### config.mk
export PLATFORM = sky130hd
export DESIGN_NAME = seq_multiplier
export DESIGN_NICKNAME = d
export VERILOG_FILES = /design/src/rtl/seq_mult_pkg.sv /design/src/rtl/seq_mult_signfix.sv /design/src/rtl/seq_multiplier.sv
export SDC_FILE = /design/constraint.sdc
export NUM_CORES = 1
export LEC_CHECK = 0
export ABC_CLOCK_PERIOD_IN_PS = 5100
export BUFFER_PORTS_ARGS = -buffer_cell sky130_fd_sc_hd__buf_4
export CORE_MARGIN = 1.5
export CORE_UTILIZATION = 54
export DETAILED_ROUTE_END_ITERATION = 12
export HOLD_SLACK_MARGIN = 0.06
export PLACE_DENSITY = 0.76
export SYNTH_ARGS = -nofsm -noshare
export SYNTH_HDL_FRONTEND = slang
export SYNTH_SLANG_ARGS = --single-unit
### constraint.sdc
create_clock -name clk -period 5.1 [get_ports clk]
set_input_delay 0.765 -clock clk [delete_from_list [all_inputs] [get_ports clk]]
set_output_delay 0.765 -clock clk [all_outputs]
set_load 0.05 [all_outputs]
### src/rtl/seq_mult_pkg.sv
// Shared types and constants for the sequential shift-add multiplier.
// Holds the FSM state type, the counter-width helper and the legal operand-width range.
package seq_mult_pkg;

    typedef enum logic [1:0] {
        IDLE,
        BUSY,
        DONE
    } state_e;

    localparam int unsigned N_MIN = 2;
    localparam int unsigned N_MAX = 32;

    function automatic int unsigned CNT_W(input int unsigned n);
        return $clog2(n + 1);
    endfunction

endpackage

### src/rtl/seq_mult_signfix.sv
// Splits a W-bit operand into an unsigned magnitude and a sign bit.
// When is_signed is low the value passes through unchanged with sign=0.
module seq_mult_signfix #(
    parameter int unsigned W = 8
) (
    input  logic [W-1:0] value,
    input  logic         is_signed,
    output logic [W-1:0] magnitude,
    output logic         sign
);

    // -2^(W-1) negates to itself, which reads correctly as an unsigned magnitude
    always_comb begin
        sign      = is_signed & value[W-1];
        magnitude = sign ? (~value + {{(W-1){1'b0}}, 1'b1}) : value;
    end

endmodule

### src/rtl/seq_multiplier.sv
// Sequential NxN shift-add multiplier with valid/ready handshakes, signed or unsigned per operation.
// Define SEQMUL_EARLY_TERM_EN to finish as soon as no set multiplier bits remain.
module seq_multiplier
    import seq_mult_pkg::*;
#(
    parameter int unsigned N = 8
) (
    input  logic           clk,
    input  logic           reset,
    input  logic           in_valid,
    output logic           in_ready,
    input  logic [N-1:0]   multiplicand,
    input  logic [N-1:0]   multiplier,
    input  logic           is_signed,
    output logic           out_valid,
    input  logic           out_ready,
    output logic [2*N-1:0] product
);

    localparam int unsigned CW = CNT_W(N);
    localparam logic [N-1:0] ONE_N = {{(N-1){1'b0}}, 1'b1};

    if ((N < N_MIN) || (N > N_MAX)) begin : g_bad_n
        $error("seq_multiplier: N out of range");
    end

    state_e           state_q, state_d;
    logic [N-1:0]     a_mag_q, a_mag_d;
    logic [N-1:0]     b_mag_q, b_mag_d;
    logic             neg_q, neg_d;
    logic [2*N-1:0]   acc_q, acc_d;
    logic [2*N-1:0]   product_q, product_d;
    logic [CW-1:0]    cnt_q, cnt_d;

    logic [N-1:0]     a_mag_in, b_mag_in;
    logic             a_sign, b_sign;
    logic [2*N-1:0]   addend, acc_sum;
    logic             last_step;

    seq_mult_signfix #(.W(N)) u_fix_a (
        .value     (multiplicand),
        .is_signed (is_signed),
        .magnitude (a_mag_in),
        .sign      (a_sign)
    );

    seq_mult_signfix #(.W(N)) u_fix_b (
        .value     (multiplier),
        .is_signed (is_signed),
        .magnitude (b_mag_in),
        .sign      (b_sign)
    );

    always_comb begin
        state_d   = state_q;
        a_mag_d   = a_mag_q;
        b_mag_d   = b_mag_q;
        neg_d     = neg_q;
        acc_d     = acc_q;
        cnt_d     = cnt_q;
        product_d = product_q;
        in_ready  = 1'b0;
        out_valid = 1'b0;
        addend    = '0;
        acc_sum   = acc_q;
        last_step = 1'b0;

        case (state_q)
            IDLE: begin
                in_ready = 1'b1;
                if (in_valid) begin
                    a_mag_d = a_mag_in;
                    b_mag_d = b_mag_in;
                    neg_d   = a_sign ^ b_sign;
                    acc_d   = '0;
                    cnt_d   = '0;
                    state_d = BUSY;
                end
            end
            BUSY: begin
                if (|(b_mag_q & (ONE_N << cnt_q)))
                    addend = {{N{1'b0}}, a_mag_q} << cnt_q;
                acc_sum = acc_q + addend;
                acc_d   = acc_sum;
                cnt_d   = cnt_q + CW'(1);
`ifdef SEQMUL_EARLY_TERM_EN
                last_step = (cnt_q == CW'(N - 1)) || (((b_mag_q >> cnt_q) >> 1) == '0);
`else
                last_step = (cnt_q == CW'(N - 1));
`endif
                // The result is registered from this step's sum, so DONE already sees it
                if (last_step) begin
                    product_d = neg_q ? (~acc_sum + {{(2*N-1){1'b0}}, 1'b1}) : acc_sum;
                    state_d   = DONE;
                end
            end
            DONE: begin
                out_valid = 1'b1;
                if (out_ready)
                    state_d = IDLE;
            end
            default: state_d = IDLE;
        endcase
    end

    always_ff @(posedge clk) begin
        if (reset) begin
            state_q   <= IDLE;
            a_mag_q   <= '0;
            b_mag_q   <= '0;
            neg_q     <= 1'b0;
            acc_q     <= '0;
            cnt_q     <= '0;
            product_q <= '0;
        end else begin
            state_q   <= state_d;
            a_mag_q   <= a_mag_d;
            b_mag_q   <= b_mag_d;
            neg_q     <= neg_d;
            acc_q     <= acc_d;
            cnt_q     <= cnt_d;
            product_q <= product_d;
        end
    end

    assign product = product_q;

endmodule

# ---- Yosys cells after proc, flatten, opt, wreduce, memory -nomap -nowiden
# Cells that the tools add are included.
dict set report classes {
  n_mux 15
  eq_ne 6
  shift 2
  n_reduce_logical 7
  bitwise 7
  n_addsub 5
}
# op count
set ops {}
lappend ops {{16-bit 2-to-1 mux} 4}
lappend ops {{16-bit one-hot mux with 2 select lines} 1}
lappend ops {{16-bit by 1-bit adder with 16-bit output (second input constant)} 1}
lappend ops {{16-bit adder} 1}
lappend ops {{8-bit by 1-bit adder with 8-bit output (second input constant)} 2}
lappend ops {{8-bit 2-to-1 mux} 2}
lappend ops {{16-bit NOT} 1}
lappend ops {{8-bit NOT} 2}
lappend ops {{8-bit by 4-bit << shifter with 16-bit output} 1}
lappend ops {{8-bit bitwise AND} 1}
lappend ops {{4-bit one-hot mux with 2 select lines} 1}
lappend ops {{8-bit OR reduction} 1}
lappend ops {{1-bit by 4-bit << shifter with 8-bit output (first input constant)} 1}
lappend ops {{2-bit 2-to-1 mux} 3}
lappend ops {{2-bit inequality test (second input constant)} 3}
lappend ops {{2-bit one-hot mux with 3 select lines} 1}
lappend ops {{2-bit AND reduction} 3}
lappend ops {{4-bit by 1-bit adder with 4-bit output (second input constant)} 1}
lappend ops {{4-bit by 3-bit equality test with 1-bit output (second input constant)} 1}
lappend ops {{4-bit 2-to-1 mux} 1}
lappend ops {{3-bit AND reduction} 1}
lappend ops {{1-bit bitwise AND} 2}
lappend ops {{2-bit by 1-bit equality test with 1-bit output (second input constant)} 1}
lappend ops {{2-bit equality test (second input constant)} 1}
lappend ops {{4 further kinds} 5}
dict set report word_totals {
  output_inout_bits 18
  reg_bits 55
  in_bits 21
  wordCells 49
}

# ---- Logic depth before layout (Yosys ltp)
dict set report depth {
  ltp_word 9
  ltp_mapped 22
  depth_no_buf 19
}

# ---- By module
# From an unflattened synthesis, not the netlist that was laid out.
dict set report unflattened {
  cells_unflattened 542
  area_unflattened_um2 4070.2
}
# module seq_area_each_um2 area_each_um2 instances cells_per_inst
set modules_own_cells {}
lappend modules_own_cells {seq_multiplier 1101.1 3757.4 1 492}
lappend modules_own_cells {seq_mult_signfix 0.0 156.4 2 25}

# ---- Least setup slack after synthesis
# OpenSTA, ideal clock, no wires.
dict set report synth_path {
  kind {register -> register}
  start {register cnt_q[1]}
  end {register product_q[15] (netlist: product[15])}
  path_slack_ns -0.307
  setup_ns 0.078
  required_ns 5.022
  t_arrival_ns 5.329
  path_stages_with_launch 23
  cell_sequence {dfxtp_1 -> clkbuf_1 -> buf_1 -> inv_1 -> ha_1 -> a222oi_1 -> nand2_1 -> a222oi_1 -> or2_2 -> clkbuf_1 -> inv_1 -> nand2_1 -> nor4b_1 -> ha_1 -> fa_1 -> a211oi_2 -> o31ai_2 -> a211oi_2 -> xnor2_1 -> or4_4 -> or4_4 -> o2111a_1 -> nor3_1}
}
dict set report synth_via {
  elab_chain_len 9
  elab_cells_between_ends 12
}
# item line_no
set synth_lines {}
lappend synth_lines {{from (decl)} seq_multiplier.sv:33} ;# logic [CW-1:0] cnt_q, cnt_d;
lappend synth_lines {{from (signal assigned)} seq_multiplier.sv:121} ;# cnt_q <= cnt_d;
lappend synth_lines {{1-bit by 4-bit << shifter with 8-bit output} seq_multiplier.sv:81} ;# if (|(b_mag_q & (ONE_N << cnt_q)))
lappend synth_lines {{8-bit bitwise AND} seq_multiplier.sv:81}
lappend synth_lines {{8-bit OR reduction} seq_multiplier.sv:81}
lappend synth_lines {{16-bit 2-to-1 mux} seq_multiplier.sv:81}
lappend synth_lines {{16-bit 2-to-1 mux} seq_multiplier.sv:68} ;# case (state_q)
lappend synth_lines {{16-bit adder} seq_multiplier.sv:83} ;# acc_sum = acc_q + addend;
lappend synth_lines {{16-bit NOT} seq_multiplier.sv:93} ;# product_d = neg_q ? (~acc_sum + {{(2*N-1){1'b0}}, 1'b1}) : acc_sum;
lappend synth_lines {{16-bit by 1-bit adder with 16-bit output} seq_multiplier.sv:93}
lappend synth_lines {{16-bit 2-to-1 mux} seq_multiplier.sv:93}
lappend synth_lines {{to (signal assigned)} seq_multiplier.sv:122} ;# product_q <= product_d;
lappend synth_lines {{to (decl)} seq_multiplier.sv:32} ;# logic [2*N-1:0] product_q, product_d;
# Several ways; a longest one is shown, not always the timed one. The select of a mux whose other input is x is not followed.
# A chain may end at the register's enable or synchronous reset.

# ---- Worst setup path in the final report
dict set report layout_path {
  start {register cnt_q[0]}
  end {register product_q[15] (netlist: product[15])}
}
# Same word-level chain as after synthesis.

==> flow_results.xml <==
<?xml version="1.0" encoding="UTF-8"?>
<metrics>
  <group name="finish">
    <metric name="area.growth.synth_to_final" unit="%">14.0</metric>
    <metric name="diodes" unit="">0</metric>
    <metric name="post-route-util" unit="">0.637</metric>
    <metric name="final_net_count" unit="">584</metric>
    <metric name="proportion_of_layout_cells_with_a_drive_suffix_above_1" unit="">0.156</metric>
  </group>
  <group name="route">
    <metric name="routedWlPerCell" unit="µm">15.1</metric>
    <metric name="num_vias" unit="">3736</metric>
    <metric name="drc" unit="">0</metric>
    <metric name="routed_via_density" unit="">5.89</metric>
    <metric name="ant_nets" unit="">0</metric>
    <metric name="route.final.wire_length" unit="µm">9550</metric>
    <metric name="dr.first_iter.drc_count" unit="">238</metric>
    <metric name="detail_route.first_pass.iterations" unit="">5</metric>
  </group>
  <group name="clocking">
    <metric name="cell_chosen_for_the_clock_root" unit="">clkbuf_8</metric>
    <metric name="cts.sink_count" unit="">55</metric>
    <metric name="clk_pin_slew" unit="ps">100</metric>
    <metric name="clock_latency" unit="ps">320</metric>
    <metric name="clk_path_buf_depth" unit="">2</metric>
    <metric name="ctsHoldBuffers" unit="">0</metric>
    <metric name="numCtsBuffers" unit="">5</metric>
    <metric name="ctsHtreeMaxLevel" unit="">2</metric>
    <metric name="cts_tree" unit="">done</metric>
  </group>
  <group name="worst_setup_path">
    <metric name="end_kind" unit="">register</metric>
    <metric name="setup.worst_path.class" unit="">reg2reg</metric>
    <metric name="start_kind" unit="">register</metric>
    <metric name="crit_required" unit="ps">5350</metric>
    <metric name="cp.arrival" unit="ps">5050</metric>
    <metric name="path_max_fanout" unit="">4</metric>
  </group>
  <group name="yosys">
    <metric name="synth_enable_flop_cells" unit="">0</metric>
    <metric name="warnings_from_yosys" unit="">0</metric>
    <metric name="synthesis.nets" unit="">557</metric>
    <metric name="number_of_cells_produced_by_synthesis" unit="">511</metric>
    <metric name="synth_async_sr_flop_share" unit="">0</metric>
    <metric name="netlist_area" unit="mm²">0.00382</metric>
    <metric name="synth_most_common_cell" unit="">nand2_1</metric>
    <metric name="synthFlopType" unit="">dfxtp_1</metric>
    <metric name="synth_top_area_share" unit="">0.288</metric>
    <metric name="synth.distinct_cells" unit="">53</metric>
    <metric name="synthDominantAreaCellType" unit="">dfxtp_1</metric>
    <metric name="synth.top_cells.by_count" unit="">nand2_1, nor2_1, dfxtp_1</metric>
    <metric name="seq_area_frac_synth" unit="">0.288</metric>
    <metric name="synth.ff_latch_count" unit="">55</metric>
    <metric name="post_synth_main_area_contributors" unit="">dfxtp_1, ha_1, nand2_1</metric>
    <metric name="syn_area_per_cell" unit="µm²">7.47</metric>
  </group>
  <group name="power_and_ir_drop">
    <metric name="power.leakage" unit="nW">1.71</metric>
    <metric name="power_per_unit_of_standard_cell_area" unit="mW/mm²">197</metric>
    <metric name="vdd_drop_max" unit="µV">115</metric>
  </group>
  <group name="grt">
    <metric name="grt_remaining_overflow" unit="">0</metric>
    <metric name="vias_in_the_first_global_route" unit="">3479</metric>
    <metric name="antenna_found_initial" unit="">0</metric>
    <metric name="global_route_wire_length_before_repair" unit="µm">15900</metric>
    <metric name="grt_use_total" unit="">0.259</metric>
    <metric name="grt_max_degree" unit="">58</metric>
  </group>
  <group name="sta">
    <metric name="final_period_minus_worst_setup_slack" unit="ps">4800</metric>
    <metric name="hold_violations" unit="">0</metric>
    <metric name="report.final.slew_viol_count" unit="">0</metric>
    <metric name="final.setup_skew" unit="ps">9.59</metric>
    <metric name="fmaxAchievable" unit="GHz">0.209</metric>
    <metric name="layout_worst_path_cycle_share" unit="">0.940</metric>
    <metric name="final.hold.worst_slack" unit="ps">457</metric>
    <metric name="worst_slack" unit="ps">305</metric>
    <metric name="worst_pin_slew" unit="ps">930</metric>
    <metric name="setup_viol" unit="">0</metric>
    <metric name="max_slew_margin" unit="">0.379</metric>
  </group>
  <group name="floorplanning">
    <metric name="floorplan.die_area" unit="mm²">0.00758</metric>
    <metric name="initial_core_util" unit="">0.559</metric>
    <metric name="ioPinCount" unit="">39</metric>
    <metric name="die_height" unit="µm">87.1</metric>
    <metric name="num_rows" unit="">30</metric>
    <metric name="design.core.area" unit="mm²">0.00683</metric>
    <metric name="die_width" unit="µm">87.1</metric>
  </group>
  <group name="placement">
    <metric name="gpl.final_weighted_congestion" unit="">0.931</metric>
    <metric name="dp.final_hpwl" unit="µm">7140</metric>
    <metric name="dpl_ws" unit="ps">85.4</metric>
    <metric name="buffer_ports.inserted" unit="">38</metric>
  </group>
  <group name="job">
    <metric name="maxCapViolations" unit="">0</metric>
  </group>
  <group name="hold_path">
    <metric name="worstHoldPathType" unit="">reg2reg</metric>
  </group>
  <group name="outcome">
    <metric name="run_status" unit="">completed</metric>
  </group>
</metrics>
-- worst max-delay path, cell delays in order (launching register included) --
cell      delay [ps]
dfxtp_2          370
inv_1             80
ha_1             220
a222oi_1         340
nand2_1          100
a222oi_1         330
or2_4            180
inv_1             50
nand2_2           90
nor4b_1           70
ha_2             220
fa_2             430
a211oi_4         330
o31ai_4          140
a211oi_2         310
xnor2_2          140
or4_4            450
or4_4            450
o2111a_1         260
nor3_2           170
-- layer usage --
metal / track usage / part of all wire / vias up
li1: - / - / 1900
met1: 0.311 / 0.43 / 1729
met2: 0.471 / 0.51 / 89
met3: 0.0360 / 0.037 / 18
met4: 0.0850 / 0.020 / 0
met5: 0 / 0 / -
-- kinds of logic (layout without fill, tap and decap cells) --
kind of cell / Yosys count / count (layout) / synth area share
and+or+nand+nor: 218 / 218 / 0.263
AOI/OAI and AO/OA: 126 / 126 / 0.222
DFF: 55 / 55 / 0.288
buffers and inverters: 47 / 74 / 0.0462
xor gates and xnor gates: 29 / 29 / 0.0665
adders and majority gates: 25 / 25 / 0.0839
muxes: 11 / 11 / 0.0302
-- stage by stage --
stage,total power [mW],TNS [ps],std cells,area [µm²]
3_5_place_dp,0.611,0,623,4170
3_3_place_gp,0.607,0,623,4170
5_1_grt,0.899,-90.2,634,4350
2_1_floorplan,0.567,0,511,3820
4_1_cts,0.856,0,630,4260
6_report,0.859,0,634,4350
-- layout by cell type, fill, tap and decap left out, types with 3 or more instances in the layout --
master     n
mux2_2     4
nor2_1    62
o41ai_1    3
a21oi_1   41
mux2i_1    7
buf_4     50
a222oi_1   3
xor2_1    14
nor3_1    16
ha_1      23
o31ai_1    6
inv_1     16
or4_4      3
nand2b_1   4
clkbuf_8   5
o21ai_0   14
a31oi_1   10
a211oi_1  20
xnor2_1   14
a21o_1     4
dfxtp_1   53
nand2_1   66
or2_2      3
nand3_1   33
nand4_1    3
and2_1     3
nor2b_1    3
a311oi_1   5
nor4_1     5
-- path summary, 6_finish.rpt --
kind                            slack, ps  cells past startpoint                        to                startpoint
worst max-delay path                  300                     19  product[15]$_SDFFE_PP0P_     cnt_q[0]$_SDFFE_PP0P_
worst min-delay path                  460                      2  product[10]$_SDFFE_PP0P_  product[10]$_SDFFE_PP0P_
worst max register to register        300                     19  product[15]$_SDFFE_PP0P_     cnt_q[0]$_SDFFE_PP0P_
worst min register to register        460                      2  product[10]$_SDFFE_PP0P_  product[10]$_SDFFE_PP0P_
-- final cells by class --
type	count	area (µm²)
multi-input cells	409	2600
well taps	96	120
clock buffers	5	68.8
clock inverters	2	17.5
inverters	17	63.8
repair buffers	50	375
flip-flops and latches	55	1100
fillers	641	2480
-- state kept, by name, indices dropped and copies added (netlist names) --
signal   count
cnt_q        4
product     16
neg_q        1
b_mag_q      8
a_mag_q      8
acc_q       16
state_q      2
-- report_power, final --
part | internal [mW] | switching (mW)
Sequential | 0.442 | 0.0110
Clock | 0.0971 | 0.152
Combinational | 0.0635 | 0.0938
-- what timing repair did --
item	4_1_cts	5_1_grt
setup buffers	0	4
endpoints found under the setup margin	0	7
resized for setup	0	15
(Power assumes the default switching activity.)
